--- src/rtl/inst_rom_arbiter_pkg.sv ---
// ----------------------------------------------------------------------------
// inst_rom_arbiter_pkg
// Shared definitions for the two-port instruction ROM arbiter:
//   - default values for ROM_DEPTH, ADDR_W and BURST_MAX
//   - port-index constants (PORT0 = fetch, PORT1 = debug/display reader)
//   - encoding of the one-entry response slot state machine
// ----------------------------------------------------------------------------
package inst_rom_arbiter_pkg;

    localparam int ROM_DEPTH_DEFAULT = 20;
    localparam int ADDR_W_DEFAULT    = 5;
    localparam int BURST_MAX_DEFAULT = 4;

    localparam int NUM_PORTS = 2;

    localparam logic PORT0 = 1'b0;
    localparam logic PORT1 = 1'b1;

    typedef enum logic {
        SLOT_EMPTY = 1'b0,
        SLOT_FULL  = 1'b1
    } slot_state_t;

endpackage : inst_rom_arbiter_pkg

--- src/rtl/inst_rom_arbiter_rsp_slot.sv ---
// ----------------------------------------------------------------------------
// rom_rsp_slot
// One-entry response buffer for one arbiter port. A grant loads the ROM word
// and its out-of-range flag; the entry is presented until consumed. A pop and
// a new load in the same cycle keep the slot full with the new data, so one
// response per cycle can be sustained.
//
// Ports:
//   clk, resetn     clock, asynchronous active-low reset
//   load            port granted this cycle: capture load_inst / load_oob
//   load_inst       ROM data for the granted address
//   load_oob        granted address is out of range (data forced to 0)
//   rsp_ready       consumer takes the current response this cycle
//   rsp_valid       slot holds a response
//   rsp_inst        held instruction word
//   rsp_oob         held out-of-range flag
//   can_accept      slot can take a new load this cycle (empty, or popping)
// ----------------------------------------------------------------------------
module rom_rsp_slot
    import inst_rom_arbiter_pkg::*;
(
    input  logic        clk,
    input  logic        resetn,
    input  logic        load,
    input  logic [31:0] load_inst,
    input  logic        load_oob,
    input  logic        rsp_ready,
    output logic        rsp_valid,
    output logic [31:0] rsp_inst,
    output logic        rsp_oob,
    output logic        can_accept
);

    slot_state_t state_reg;
    slot_state_t state_next;
    logic [31:0] inst_reg;
    logic        oob_reg;

    // State register
    always_ff @(posedge clk or negedge resetn) begin
        if (!resetn) begin
            state_reg <= SLOT_EMPTY;
        end else begin
            state_reg <= state_next;
        end
    end

    // Next-state logic
    always_comb begin
        state_next = state_reg;
        case (state_reg)
            SLOT_EMPTY: begin
                if (load) begin
                    state_next = SLOT_FULL;
                end
            end
            SLOT_FULL: begin
                if (load) begin
                    state_next = SLOT_FULL;
                end else if (rsp_ready) begin
                    state_next = SLOT_EMPTY;
                end
            end
            default: state_next = SLOT_EMPTY;
        endcase
    end

    // Payload: only written on load, so it stays stable while waiting for the
    // consumer (the arbiter never loads a full slot that is not being popped).
    always_ff @(posedge clk or negedge resetn) begin
        if (!resetn) begin
            inst_reg <= '0;
            oob_reg  <= 1'b0;
        end else if (load) begin
            inst_reg <= load_oob ? 32'h0000_0000 : load_inst;
            oob_reg  <= load_oob;
        end
    end

    // Outputs
    always_comb begin
        rsp_valid  = (state_reg == SLOT_FULL);
        rsp_inst   = inst_reg;
        rsp_oob    = oob_reg;
        can_accept = (state_reg == SLOT_EMPTY) || rsp_ready;
    end

endmodule : rom_rsp_slot

--- src/rtl/inst_rom_arbiter.sv ---
// ----------------------------------------------------------------------------
// inst_rom_arbiter
// Two-port arbiter in front of an asynchronous instruction ROM. Each cycle at
// most one eligible port is granted; its address drives rom_addr and the
// returned word is captured in that port's response slot at the next edge.
// Ties are resolved with a bounded burst: the last-granted port keeps the ROM
// for up to BURST_MAX consecutive grants while the other port waits.
//
// Ports:
//   clk, resetn                  clock, asynchronous active-low reset
//   req0_valid/addr/ready        port 0 (fetch) request handshake
//   rsp0_valid/inst/oob/ready    port 0 response handshake
//   req1_* / rsp1_*              port 1 (debug/display reader), same widths
//   rom_addr                     address to the ROM (0 when idle)
//   rom_inst                     ROM data, valid in the same cycle
// ----------------------------------------------------------------------------
module inst_rom_arbiter
    import inst_rom_arbiter_pkg::*;
#(
    parameter int ROM_DEPTH = ROM_DEPTH_DEFAULT,
    parameter int ADDR_W    = ADDR_W_DEFAULT,
    parameter int BURST_MAX = BURST_MAX_DEFAULT
) (
    input  logic              clk,
    input  logic              resetn,
    input  logic              req0_valid,
    input  logic [ADDR_W-1:0] req0_addr,
    output logic              req0_ready,
    output logic              rsp0_valid,
    output logic [31:0]       rsp0_inst,
    output logic              rsp0_oob,
    input  logic              rsp0_ready,
    input  logic              req1_valid,
    input  logic [ADDR_W-1:0] req1_addr,
    output logic              req1_ready,
    output logic              rsp1_valid,
    output logic [31:0]       rsp1_inst,
    output logic              rsp1_oob,
    input  logic              rsp1_ready,
    output logic [ADDR_W-1:0] rom_addr,
    input  logic [31:0]       rom_inst
);

    localparam int                 BURST_W     = $clog2(BURST_MAX + 1);
    localparam logic [BURST_W-1:0] BURST_MAX_C = BURST_W'(BURST_MAX);
    localparam logic [BURST_W-1:0] BURST_ONE   = BURST_W'(1);

    // Per-port views of the flat port list
    logic [NUM_PORTS-1:0] req_valid;
    logic [ADDR_W-1:0]    req_addr [NUM_PORTS];
    logic [NUM_PORTS-1:0] rsp_ready;
    logic [NUM_PORTS-1:0] rsp_valid;
    logic [31:0]          rsp_inst [NUM_PORTS];
    logic [NUM_PORTS-1:0] rsp_oob;
    logic [NUM_PORTS-1:0] can_accept;
    logic [NUM_PORTS-1:0] eligible;
    logic [NUM_PORTS-1:0] grant_onehot;

    logic                 grant_any;
    logic                 grant_port;
    logic                 grant_oob;
    logic                 burst_continue;

    logic                 last_grant_reg;
    logic                 last_grant_next;
    logic [BURST_W-1:0]   burst_cnt_reg;
    logic [BURST_W-1:0]   burst_cnt_next;

    assign req_valid   = {req1_valid, req0_valid};
    assign req_addr[0] = req0_addr;
    assign req_addr[1] = req1_addr;
    assign rsp_ready   = {rsp1_ready, rsp0_ready};

    assign rsp0_valid = rsp_valid[0];
    assign rsp0_inst  = rsp_inst[0];
    assign rsp0_oob   = rsp_oob[0];
    assign rsp1_valid = rsp_valid[1];
    assign rsp1_inst  = rsp_inst[1];
    assign rsp1_oob   = rsp_oob[1];

    assign req0_ready = grant_onehot[0];
    assign req1_ready = grant_onehot[1];

    // A port may be granted only if its slot can take the new word this cycle
    assign eligible = req_valid & can_accept;

    // Arbitration. A burst is "in progress" when burst_cnt is between 1 and
    // BURST_MAX-1; on a tie such a burst is extended. Otherwise (burst used up,
    // or no burst because the previous cycle was idle / just out of reset) the
    // tie goes to the port that was not granted last. With last_grant = 1 out
    // of reset, port 0 wins the first tie.
    always_comb begin
        grant_any      = 1'b0;
        grant_port     = PORT0;
        burst_continue = (burst_cnt_reg != '0) && (burst_cnt_reg < BURST_MAX_C);
        case (eligible)
            2'b01: begin
                grant_any  = 1'b1;
                grant_port = PORT0;
            end
            2'b10: begin
                grant_any  = 1'b1;
                grant_port = PORT1;
            end
            2'b11: begin
                grant_any  = 1'b1;
                grant_port = burst_continue ? last_grant_reg : ~last_grant_reg;
            end
            default: begin
                grant_any  = 1'b0;
                grant_port = PORT0;
            end
        endcase
        // Nothing is handed out while reset is asserted
        if (!resetn) begin
            grant_any = 1'b0;
        end
    end

    always_comb begin
        grant_onehot = '0;
        if (grant_any) begin
            grant_onehot[grant_port] = 1'b1;
        end
    end

    assign rom_addr  = grant_any ? req_addr[grant_port] : '0;
    assign grant_oob = (32'(rom_addr) >= ROM_DEPTH);

    // Burst counter / last-grant bookkeeping
    always_comb begin
        last_grant_next = last_grant_reg;
        burst_cnt_next  = '0;
        if (grant_any) begin
            last_grant_next = grant_port;
            if (grant_port != last_grant_reg) begin
                burst_cnt_next = BURST_ONE;
            end else if (burst_cnt_reg >= BURST_MAX_C) begin
                burst_cnt_next = BURST_MAX_C;
            end else begin
                burst_cnt_next = burst_cnt_reg + BURST_ONE;
            end
        end
    end

    always_ff @(posedge clk or negedge resetn) begin
        if (!resetn) begin
            last_grant_reg <= PORT1;
            burst_cnt_reg  <= '0;
        end else begin
            last_grant_reg <= last_grant_next;
            burst_cnt_reg  <= burst_cnt_next;
        end
    end

    // One response slot per port
    generate
        for (genvar gi = 0; gi < NUM_PORTS; gi++) begin : g_slot
            rom_rsp_slot u_slot (
                .clk        (clk),
                .resetn     (resetn),
                .load       (grant_onehot[gi]),
                .load_inst  (rom_inst),
                .load_oob   (grant_oob),
                .rsp_ready  (rsp_ready[gi]),
                .rsp_valid  (rsp_valid[gi]),
                .rsp_inst   (rsp_inst[gi]),
                .rsp_oob    (rsp_oob[gi]),
                .can_accept (can_accept[gi])
            );
        end
    endgenerate

endmodule : inst_rom_arbiter

--- config.mk ---
export PLATFORM = sky130hd
export DESIGN_NAME = inst_rom_arbiter
export DESIGN_NICKNAME = d
export VERILOG_FILES = /design/src/rtl/inst_rom_arbiter_pkg.sv /design/src/rtl/inst_rom_arbiter_rsp_slot.sv /design/src/rtl/inst_rom_arbiter.sv
export SDC_FILE = /design/constraint.sdc
export NUM_CORES = 1
export LEC_CHECK = 0
export ABC_CLOCK_PERIOD_IN_PS = 4200
export CORE_MARGIN = 4
export CORE_UTILIZATION = 48
export DETAILED_ROUTE_END_ITERATION = 7
export GPL_TIMING_DRIVEN = 1
export PLACE_DENSITY = 0.86
export SYNTH_ARGS = -nofsm -noshare
export SYNTH_HDL_FRONTEND = slang
export SYNTH_SLANG_ARGS = --single-unit
export TNS_END_PERCENT = 5
--- constraint.sdc ---
create_clock -name clk -period 4.2 [get_ports clk]
set_clock_uncertainty 0.05 [all_clocks]
set_input_delay 0.63 -clock clk [delete_from_list [all_inputs] [get_ports clk]]
set_output_delay 0.63 -clock clk [all_outputs]
set_load 0.01 [all_outputs]
==> qor.csv, run 1 <==
stage,metric,value,unit
floorplan,fp.coreArea,6495,um2
synthesis,synth_area_leaders,"dfrtp_1 (54%), o2bb2ai_2 (15%), nand2_1 (11%)",
detailed_routing,total_detailed_routing_wirelength,8.391,mm
placed_design,gp_congestion,0.7772,
synthesis,postSynth.topFlopCell,dfrtp_1,
detailed_routing,antenna_left,0,
cells_and_area,diodes,0,
synthesis,synth_commonest_cells,"nand2_1 (99), dfrtp_1 (71), o2bb2ai_2 (32), o21ai_0 (28), clkbuf_1 (15)",
synthesis,synth_most_common_cell,nand2_1,
timing,setup-tns-final,0,ns
timing,setup_viol,0,
synthesis,syn_inst,306,
synthesis,avgSynthCellArea,10.75,um2
floorplan,die_y,90.77,um
worst_setup_path,critPathMaxFanout,6,
clock_tree,cts_hold_buf,0,
placed_design,dpl.cell_count,488,
placed_design,place_hpwl,5.687,mm
worst_setup_path,cp_data_required_time,3.52,ns
floorplan,die_width,90.77,um
detailed_routing,route.detailed.drc,0,
grt,global_route.usage.met3,7.333,%
worst_setup_path,reg2reg_depth,7,
detailed_routing,detail_route.wl_per_cell,16.65,um
worst_setup_path,crit_start,burst_cnt_reg[0],
clock_tree,cts.repair.resized,0,
run_status,status,completed,
clock_tree,cts_sinks,72,
floorplan,io_pins,123,
cells_and_area,layout.filler_cells,448,
worst_setup_path,worst_ep_arrival_time,2.70,ns
worst_setup_path,critical-path-max-stage-delay,0.48,ns
worst_setup_path,critical_path.endpoint_type,primary output,
synthesis,synthDominantAreaCellType,dfrtp_1,
grt,gr-max-usage-layer,met2,
cells_and_area,nets,472,
clock_tree,h-tree-depth,3,
run,max-cap-violations,0,
clock_tree,cts-buffers-inserted,9,
timing,final_min_period,3.378,ns
cells_and_area,area_growth_syn_to_layout,45.43,%
worst_setup_path,crit_path_top_delay_cell,clkdlybuf4s50_1,
placed_design,numPortBuffers,122,
detailed_routing,dr.pass1.iters,4,
detailed_routing,drt_iter0_drc,139,
clock_tree,number_of_buffers_on_the_longest_clock_path,2,
worst_setup_path,critical_path_start_type,flip-flop,
synthesis,ys_ff_latch,72,
grt,pin_count_of_the_biggest_net_entering_global_routing,67,
clock_tree,cts_tree,built,
synthesis,syn-cell-area,3288,um2
timing,drv_slew,0,
cells_and_area,drive_above_1_share,16.39,%
grt,grt_remaining_overflow,0,
synthesis,synth_edf_count,0,
detailed_routing,via_per_inst,5.260,
grt,grt.met1_usage,24.78,%
timing,post_route_clock_period_utilization,80.43,%
synthesis,ys_warn_count,0,
synthesis,synthesis.nets,356,
timing,setup_repair_after_global_routing_missed_its_margin,false,
grt,initial_antenna_violation_count,0,
grt,grt.met2_usage,35.52,%
clock_tree,clk_pin_slew,0.08,ns
power,peakVddDrop,0.3535,mV
grt,globalRouteTotalUtil,20.83,%
grt,number_of_global_route_vias_before_repair,2757,
worst_setup_path,setup.worst_path.class,reg -> out,
synthesis,ys_async_sr_fraction,100.0,%
cells_and_area,flip_flop_count_of_the_largest_register_all_copies_and_words_added,64,
detailed_routing,dr_total_vias,2651,
power,total_leakage_power,1.969,nW
worst_setup_path,timing.critical_path.cells,inv_1 > ha_1 > or3_1 > a221o_1 > and2_0 > a22oi_1 > nor2b_1 > clkdlybuf4s50_1,
clock_tree,clock_latency,0.33,ns
clock_tree,clk_root_buffer_cell,clkbuf_8,
floorplan,start_util,50.63,%
clock_tree,cts_setup_buffers,0,
worst_setup_path,r2r_start,burst_cnt_reg[0],
synthesis,netlist-cell-type-count,36,
grt,grt_first_pass_wirelength,13.79,mm
floorplan,num_rows,29,
cells_and_area,finish.utilization,73.63,%
power,power,2.576,mW
synthesis,synth_top_cell_area_share,54.03,%
timing,max_freq,296.0,MHz
floorplan,design.die.area,8238,um2
cells_and_area,finalNonFillerCells,504,
timing,slew_headroom,38.00,%
cells_and_area,final_area,4782,um2
hold_path,hp-class,in -> async,
synthesis,seq_area_frac_synth,54.83,%
power,p_per_area,538.7,nW/um2
timing,hold_viol_final,0,
placed_design,placed_cell_areas,4528,um2
timing,worst_slew_pin_slew,0.9301,ns
-- path summary, 6_finish.rpt --
check / to / slack, ns
hold / removal: g_slot[1].u_slot.rsp_inst[14] / 0.1
setup reg to reg: g_slot[1].u_slot.rsp_inst[3] / 1.25
min in group clk: g_slot[1].u_slot.rsp_inst[12] / 0.43
max in group asynchronous: g_slot[0].u_slot.rsp_inst[5] / 2.97
setup / recovery: rom_addr[3] / 0.82
hold reg to reg: g_slot[1].u_slot.rsp_inst[12] / 0.43
-- metal layers --
layer / wire [um] / vias to the layer above / share of wire [%]
met5: 0 / - / 0
met4: 101 / 0 / 1.2
met3: 677 / 10 / 8.1
met2: 4151 / 100 / 49
met1: 3460 / 1262 / 41
li1: - / 1279 / -
-- per-stage QoR --
| stage | setup WS (ns) | hold slack (ns) |
|---|---|---|
| 2_1_floorplan | 1.627 | 0.2844 |
| 3_3_place_gp | 1.065 | 0.4095 |
| 3_5_place_dp | 1.009 | 0.4161 |
| 4_1_cts | 0.8059 | 0.07909 |
| 5_1_grt | 0.7017 | 0.08040 |
| 6_report | 0.8220 | 0.09780 |
-- cells in the final DEF (no fill, tap or decap), drive strengths merged --
master	n
dfrtp	71
nor3b	2
and4	1
o22a	1
nor2b	4
nor4bb	1
nor2	4
clkinvlp	1
and3	1
clkdlybuf4s50	121
clkbuf	11
mux2	2
ha	2
nand3	1
or3	1
dfstp	1
bufinv	3
and2	2
o2bb2ai	32
nor3	2
nand2b	2
o211a	1
inv	6
nand2	100
o21ai	36
or2	1
a21oi	3
a221o	1
o21a	1
clkinv	2
buf	6
a22oi	4
-- where the power goes --
group          internal, mW  total [mW]  leakage [nW]  switching (mW)
logic                 0.517       0.891         0.935           0.374
clock network         0.426       0.677         0.126           0.251
registers             0.878        1.01         0.909           0.129
-- area by class of cell --
cell class | count | area, um2 | area share, %
multi-input cells | 205 | 1346 | 28.15
flip-flops and latches | 72 | 1803 | 37.70
well taps | 77 | 96.34 | 2.015
inverters | 7 | 26.28 | 0.5495
clock buffers | 11 | 151.4 | 3.166
clock inverters | 5 | 102.6 | 2.145
repair buffers | 127 | 1256 | 26.27
-- cell families (layout without fill, tap and decap cells) --
group                    count (synthesis)  count (layout)  share of synthesized area, %
AND/OR/NAND/NOR                        122             122                         15.75
adder cells (fa/ha/maj)                  2               2                        0.7609
flip-flops                              72              72                         54.83
AO/OA/AOI/OAI                           79              79                         23.48
buffers and inverters                   29             150                         4.489
multiplexers                             2               2                        0.6849
-- critical path: cells and delay by family (launching register included) --
kind / cells / cell delay (ns)
adder cells (fa/ha/maj): 1 / 0.20
AND/OR/NAND/NOR: 3 / 0.72
flip-flops: 1 / 0.38
buffers and inverters: 2 / 0.53
AO/OA/AOI/OAI: 2 / 0.56
No activity file was read; power rests on OpenSTA's default activity.
==> run 2, diff against run 1 <==
--- a/config.mk
+++ b/config.mk
@@ -5,12 +5,12 @@
 export SDC_FILE = /design/constraint.sdc
 export NUM_CORES = 1
 export LEC_CHECK = 0
-export ABC_CLOCK_PERIOD_IN_PS = 4200
+export ABC_CLOCK_PERIOD_IN_PS = 3300
 export CORE_MARGIN = 4
-export CORE_UTILIZATION = 48
+export CORE_UTILIZATION = 44
 export DETAILED_ROUTE_END_ITERATION = 7
 export GPL_TIMING_DRIVEN = 1
-export PLACE_DENSITY = 0.86
+export PLACE_DENSITY = 0.8
 export SYNTH_ARGS = -nofsm -noshare
 export SYNTH_HDL_FRONTEND = slang
 export SYNTH_SLANG_ARGS = --single-unit
==> constraint.sdc (replaced) <==
create_clock -name clk -period 3.3 [get_ports clk]
set_clock_uncertainty 0.05 [all_clocks]
set_input_delay 0.495 -clock clk [delete_from_list [all_inputs] [get_ports clk]]
set_output_delay 0.495 -clock clk [all_outputs]
set_load 0.01 [all_outputs]
==> qor.csv, run 2 (synthesis gave the netlist of run 1 again) <==
stage,metric,value,unit,change
run,max-cap-violations,0,,unchanged
cells_and_area,finish.utilization,66.79,%,-6.8 points
run_status,status,completed,,
cells_and_area,diodes,0,,unchanged
worst_setup_path,setup.worst_path.class,reg -> out,,
clock_tree,clock_latency,0.34,ns,about the same
detailed_routing,dr.pass1.iters,4,,unchanged
placed_design,dp_worst_setup_slack,0.3225,ns,-0.6860 ns
worst_setup_path,critPathMaxFanout,6,,unchanged
clock_tree,cts_sinks,72,,unchanged
timing,hold_viol_final,0,,unchanged
cells_and_area,nets,475,,+0.64%
grt,grt_remaining_overflow,0,,unchanged
floorplan,design.die.area,8920,um2,+8.3%
detailed_routing,drt_iter0_drc,142,,+2.2%
grt,globalRouteTotalUtil,20.68,%,-0.15 points
hold_path,hp-class,reg -> reg,,
grt,pin_count_of_the_biggest_net_entering_global_routing,72,,+7.5%
detailed_routing,dr_total_vias,2693,,+1.6%
power,power,3.251,mW,+26%
timing,setup-tns-final,0,ns,unchanged
worst_setup_path,timing.critical_path.cells,inv_1 > ha_1 > or3_1 > a221o_1 > and2_2 > a22oi_1 > nor2b_1 > clkdlybuf4s50_1,,
detailed_routing,route.detailed.drc,0,,unchanged
detailed_routing,total_detailed_routing_wirelength,8.765,mm,+4.5%
cells_and_area,drive_above_1_share,17.21,%,+0.82 points
worst_setup_path,critical_path_start_type,flip-flop,,
clock_tree,clk_pin_slew,0.07,ns,about the same
detailed_routing,antenna_left,0,,unchanged
worst_setup_path,critical-path-max-stage-delay,0.48,ns,about the same
timing,fin_ws,0.08081,ns,-0.7411 ns
power,seqPwrFrac,39.2,%,about the same
grt,global_route.usage.met3,5.976,%,-1.4 points
power,peakVddDrop,0.3980,mV,+13%
timing,drv_slew,0,,unchanged
grt,grt.met2_usage,32.45,%,-3.1 points
timing,setup_viol,0,,unchanged
detailed_routing,via_per_inst,5.091,,-3.2%
grt,grt_first_pass_wirelength,14.21,mm,+3.1%
timing,setup_repair_after_global_routing_missed_its_margin,true,,
cells_and_area,layout.cells.most_common_list,"clkdlybuf4s50_1 (119), nand2_1 (99), dfrtp_1 (71)",,
floorplan,io_pins,123,,unchanged
worst_setup_path,cp_data_required_time,2.75,ns,-0.77 ns
timing,final_min_period,3.219,ns,
cells_and_area,flip_flop_count_of_the_largest_register_all_copies_and_words_added,64,,unchanged
floorplan,start_util,45.33,%,-5.3 points
grt,number_of_global_route_vias_before_repair,2716,,-1.5%
floorplan,die_width,94.45,um,+4.1%
floorplan,num_rows,31,,+6.9%
grt,grt.met1_usage,27.86,%,+3.1 points
detailed_routing,detail_route.wl_per_cell,16.57,um,-0.48%
floorplan,die_y,94.45,um,+4.1%
floorplan,fp.coreArea,7253,um2,+12%
worst_setup_path,worst_ep_arrival_time,2.67,ns,-0.03 ns
power,combinationalPowerShare,35.5,%,+0.9 points
power,total_leakage_power,2.013,nW,+2.2%
clock_tree,cts-buffers-inserted,9,,unchanged
clock_tree,clk_root_buffer_cell,clkbuf_8,,
grt,initial_antenna_violation_count,0,,unchanged
clock_tree,h-tree-depth,3,,unchanged
clock_tree,cts_tree,built,,
worst_setup_path,crit_path_top_delay_cell,clkdlybuf4s50_1,,
worst_setup_path,critical_path.endpoint_type,primary output,,
timing,worst_slew_pin_slew,0.8778,ns,-0.05226 ns
power,swShare,29.71,%,+0.43 points
power,clock_power_share,25.3,%,-1.0 points
power,p_int,2.285,mW,+25%
cells_and_area,mostFrequentLayoutCell,clkdlybuf4s50_1,,
placed_design,numPortBuffers,122,,unchanged
timing,post_route_clock_period_utilization,97.55,%,
grt,gr-max-usage-layer,met2,,
cells_and_area,area_growth_syn_to_layout,47.34,%,
placed_design,place_hpwl,6.089,mm,+7.1%
clock_tree,number_of_buffers_on_the_longest_clock_path,2,,unchanged
power,p_per_area,671.1,nW/um2,+25%
power,power_switching,0.9660,mW,+28%
timing,slew_headroom,41.48,%,+3.5 points
placed_design,gp_congestion,0.8221,,+5.8%
timing,max_freq,310.6,MHz,
timing,worst_hold_slack,0.4263,ns,+0.3285 ns
## run 2: cell type report
type	count	area (um2)
tap	99	123.9
timing repair buffer	130	1299
sequential	72	1803
fill	557	2409
clock inverter	6	107.6
multi-input combinational	205	1358
clock buffer	10	127.6
inverter	7	26.28
## run 2: worst paths after layout
path / cells past startpoint / slack (ns) / endpoint / startpoint
setup / recovery: 8 / 0.08 / rom_addr[3] / burst_cnt_reg[0]
hold / removal: 2 / 0.43 / g_slot[1].u_slot.rsp_inst[12] / g_slot[1].u_slot.rsp_inst[12]
setup reg to reg: 8 / 0.67 / g_slot[1].u_slot.rsp_oob / burst_cnt_reg[0]
hold reg to reg: 2 / 0.43 / g_slot[1].u_slot.rsp_inst[12] / g_slot[1].u_slot.rsp_inst[12]
max in group asynchronous: 3 / 1.63 / g_slot[1].u_slot.rsp_inst[19] / resetn
min in group asynchronous: 2 / 0.48 / g_slot[0].u_slot.rsp_valid / resetn
## run 2: repair_timing
item	4_1_cts	5_1_grt
endpoints found under the setup margin	0	5
resized for setup	0	6
hold buffers	1	0
buffers inserted	0	0
endpoints found under the hold margin	2	0
## run 2: worst max-delay path, delay by kind of cell, from the launching register on
kind | cells | cell delay, ns
simple gates | 3 | 0.73
buf+inv | 2 | 0.53
flops | 1 | 0.37
compound gates | 2 | 0.51
fa+ha+maj | 1 | 0.19
## run 2: power by group through the flow
stage / clock, mW / sequential (mW) / combinational [mW]
after floorplan: 0 / 1.39 / 0.399
after global routing: 0.886 / 1.31 / 1.24
final: 0.824 / 1.27 / 1.15
after global placement: 0 / 1.28 / 1.14
after detailed placement: 0 / 1.29 / 1.16
after CTS: 0.840 / 1.28 / 1.17
## run 2: routing by layer
metal | wire (um) | up-vias
met5 | 0 | -
met4 | 127 | 0
met3 | 609 | 14
met2 | 4139 | 104
met1 | 3889 | 1293
li1 | - | 1282
## run 2: stage by stage
stage | cells | area [um2]
global placement | 512 | 4583
global route | 529 | 4845
detailed placement | 512 | 4583
CTS | 529 | 4828
finish | 529 | 4845
floorplan | 306 | 3288
==> run 3, diff against run 2 <==
--- a/config.mk
+++ b/config.mk
@@ -11,6 +11,7 @@
 export DETAILED_ROUTE_END_ITERATION = 7
 export GPL_TIMING_DRIVEN = 1
 export PLACE_DENSITY = 0.8
+export SETUP_SLACK_MARGIN = 0.15
 export SYNTH_ARGS = -nofsm -noshare
 export SYNTH_HDL_FRONTEND = slang
 export SYNTH_SLANG_ARGS = --single-unit
==> qor.csv, run 3 (synthesis gave the netlist of run 1 again) <==
stage,metric,value,unit,change
run_status,status,completed,,
cells_and_area,diodes,0,,unchanged
hold_path,min_delay_path_depth,2,,unchanged
clock_tree,h-tree-depth,3,,unchanged
detailed_routing,detail_route.wl_per_cell,16.62,um,+0.30%
worst_setup_path,r2r_end,g_slot[0].u_slot.rsp_oob,,
grt,gr-max-usage-layer,met2,,
worst_setup_path,reg2reg_setup_slack,0.66,ns,about the same
timing,setup_repair_after_global_routing_missed_its_margin,true,,
cells_and_area,layout.cells.most_common_list,"clkdlybuf4s50_1 (119), nand2_1 (99), dfrtp_1 (71)",,
detailed_routing,total_detailed_routing_wirelength,8.808,mm,+0.49%
clock_tree,clk_pin_slew,0.07,ns,about the same
timing,worst_slew_pin_slew,0.8688,ns,-0.009011 ns
cells_and_area,area_growth_syn_to_layout,47.68,%,
floorplan,fp.coreArea,7253,um2,unchanged
grt,grt.met1_usage,27.97,%,+0.10 points
clock_tree,clock_latency,0.34,ns,about the same
hold_path,min_delay_worst_endpoint,g_slot[1].u_slot.rsp_inst[12],,
worst_setup_path,crit_start,burst_cnt_reg[0],,
detailed_routing,route.detailed.drc,0,,unchanged
run,max-cap-violations,0,,unchanged
detailed_routing,dr_total_vias,2702,,+0.33%
placed_design,placed_cell_areas,4583,um2,unchanged
floorplan,die_y,94.45,um,unchanged
worst_setup_path,worst_ep_arrival_time,2.63,ns,-0.04 ns
worst_setup_path,critical-path-max-stage-delay,0.53,ns,+0.05 ns
grt,globalRouteTotalUtil,20.70,%,about the same
timing,setup_viol,0,,unchanged
cells_and_area,layout.filler_cells,554,,-0.54%
clock_tree,cts_tree,built,,
clock_tree,number_of_buffers_on_the_longest_clock_path,2,,unchanged
floorplan,start_util,45.33,%,unchanged
worst_setup_path,reg2reg_depth,10,,+2
worst_setup_path,critical_path_buf_inv_count,4,,+2
cells_and_area,drive_above_1_share,17.87,%,+0.66 points
timing,final_min_period,3.171,ns,-0.04831 ns
timing,max_freq,315.4,MHz,+1.5%
cells_and_area,layout.area.seq,1803,um2,unchanged
cells_and_area,final_area,4856,um2,+0.23%
timing,hold_viol_final,0,,unchanged
cells_and_area,flip_flop_count_of_the_largest_register_all_copies_and_words_added,64,,unchanged
floorplan,design.die.area,8920,um2,unchanged
power,swShare,29.72,%,about the same
power,total_leakage_power,2.008,nW,-0.25%
worst_setup_path,critical_path_start_type,flip-flop,,
detailed_routing,drt_iter0_drc,147,,+3.5%
hold_path,hp-class,reg -> reg,,
worst_setup_path,r2r_start,burst_cnt_reg[0],,
grt,grt_first_pass_wirelength,14.21,mm,about the same
power,p_per_area,670.7,nW/um2,about the same
timing,post_route_clock_period_utilization,96.09,%,-1.5 points
floorplan,die_width,94.45,um,unchanged
power,seqPwrFrac,39.1,%,about the same
grt,initial_antenna_violation_count,0,,unchanged
placed_design,numPortBuffers,122,,unchanged
detailed_routing,via_per_inst,5.098,,+0.14%
power,clock_power_share,25.3,%,about the same
grt,pin_count_of_the_biggest_net_entering_global_routing,72,,unchanged
timing,drv_slew,0,,unchanged
power,combinationalPowerShare,35.6,%,about the same
clock_tree,cts-buffers-inserted,9,,unchanged
grt,global_route.usage.met3,5.896,%,-0.080 points
power,peakVddDrop,0.3981,mV,about the same
grt,grt_remaining_overflow,0,,unchanged
detailed_routing,dr.pass1.iters,4,,unchanged
placed_design,gp_congestion,0.8221,,unchanged
cells_and_area,nets,476,,+0.21%
worst_setup_path,cp_data_required_time,2.75,ns,about the same
worst_setup_path,critical_path.endpoint_type,primary output,,
worst_setup_path,setup.worst_path.class,reg -> out,,
cells_and_area,multi_input_comb_area,1365,um2,+0.55%
worst_setup_path,crit_path_top_delay_cell,clkdlybuf4s50_1,,
floorplan,io_pins,123,,unchanged
power,power_switching,0.9680,mW,+0.21%
hold_path,timing.hold.worst.start,g_slot[1].u_slot.rsp_inst[12],,
timing,setup-tns-final,0,ns,unchanged
grt,number_of_global_route_vias_before_repair,2713,,-0.11%
timing,slew_headroom,42.08,%,+0.60 points
placed_design,place_hpwl,6.089,mm,unchanged
power,p_int,2.289,mW,+0.17%
detailed_routing,antenna_left,0,,unchanged
clock_tree,clk_root_buffer_cell,clkbuf_8,,
cells_and_area,mostFrequentLayoutCell,clkdlybuf4s50_1,,
grt,grt.met2_usage,32.62,%,+0.18 points
worst_setup_path,critPathMaxFanout,5,,-1
worst_setup_path,crit_path_max_delay_family,simple AND/OR/NAND/NOR gates,,
worst_setup_path,timing.critical_path.cells,inv_1 > ha_1 > or3_1 > and4_2 > nor2_4 > buf_4 > nand2_2 > inv_2 > clkdlybuf4s50_1,,
floorplan,num_rows,31,,unchanged
clock_tree,cts_sinks,72,,unchanged
-- run 3: changes by cell type in the layout (fill, tap and decap cells not counted), sizes merged --
cell / change
buf: +1
dlygate4sd2: +1
dlymetal6s2s: -1
-- run 3: worst max path at each step --
stage / cells after the start / end / slack (ns)
2_1_floorplan: 7 / req1_ready / 0.86
3_3_place_gp: 6 / rom_addr[4] / 0.42
3_5_place_dp: 7 / rom_addr[3] / 0.32
4_1_cts: 8 / rom_addr[1] / 0.08
5_1_grt: 8 / rom_addr[1] / 0.01
6_report: 9 / req0_ready / 0.13
-- run 3: area by class of cell --
cell class | count | area share (%)
tap | 99 | 2.551
multi-input combinational | 205 | 28.11
clock buffer | 10 | 2.628
sequential | 72 | 37.13
inverter | 7 | 0.5411
clock inverter | 6 | 2.216
timing repair buffer | 131 | 26.82
-- run 3: power groups by stage --
stage,clock [mW],sequential [mW],combinational (mW)
floorplan,0,1.39,0.399
global placement,0,1.28,1.14
detailed placement,0,1.29,1.16
CTS,0.840,1.28,1.17
global route,0.886,1.31,1.24
finish,0.824,1.27,1.16
-- run 3: through the flow --
| stage | power, mW | worst slack [ns] | utilization [%] | std cells | hold WS (ns) |
|---|---|---|---|---|---|
| floorplan | 1.785 | 0.8621 | - | 306 | 0.1494 |
| global placement | 2.422 | 0.4171 | 63.19 | 512 | 0.2825 |
| detailed placement | 2.449 | 0.3225 | 63.19 | 512 | 0.2873 |
| CTS | 3.282 | 0.08478 | 66.64 | 529 | 0.4318 |
| global route | 3.441 | 0.01382 | 66.95 | 530 | 0.4578 |
| finish | 3.257 | 0.1291 | 66.95 | 530 | 0.4292 |
-- run 3: what timing repair did --
action                     in CTS  in global routing
gates resized for setup         4                  5
hold endpoints to repair        2                  0
hold buffers                    1                  0
setup endpoints to repair       5                  6
buffers inserted                0                  1
pin swaps                       0                  2
-- run 3: worst min-delay path, cell delays in order, from the launching register on --
cell	delay (ns)
dfrtp_1	0.34
nand2_1	0.06
o21ai_2	0.05
-- run 3: routing by layer --
layer  share of wire, %  vias to the layer above
met2                 47                       97
met5                  0                        -
met4                1.2                        0
met3                6.5                       12
met1                 45                     1309
li1                   -                     1284
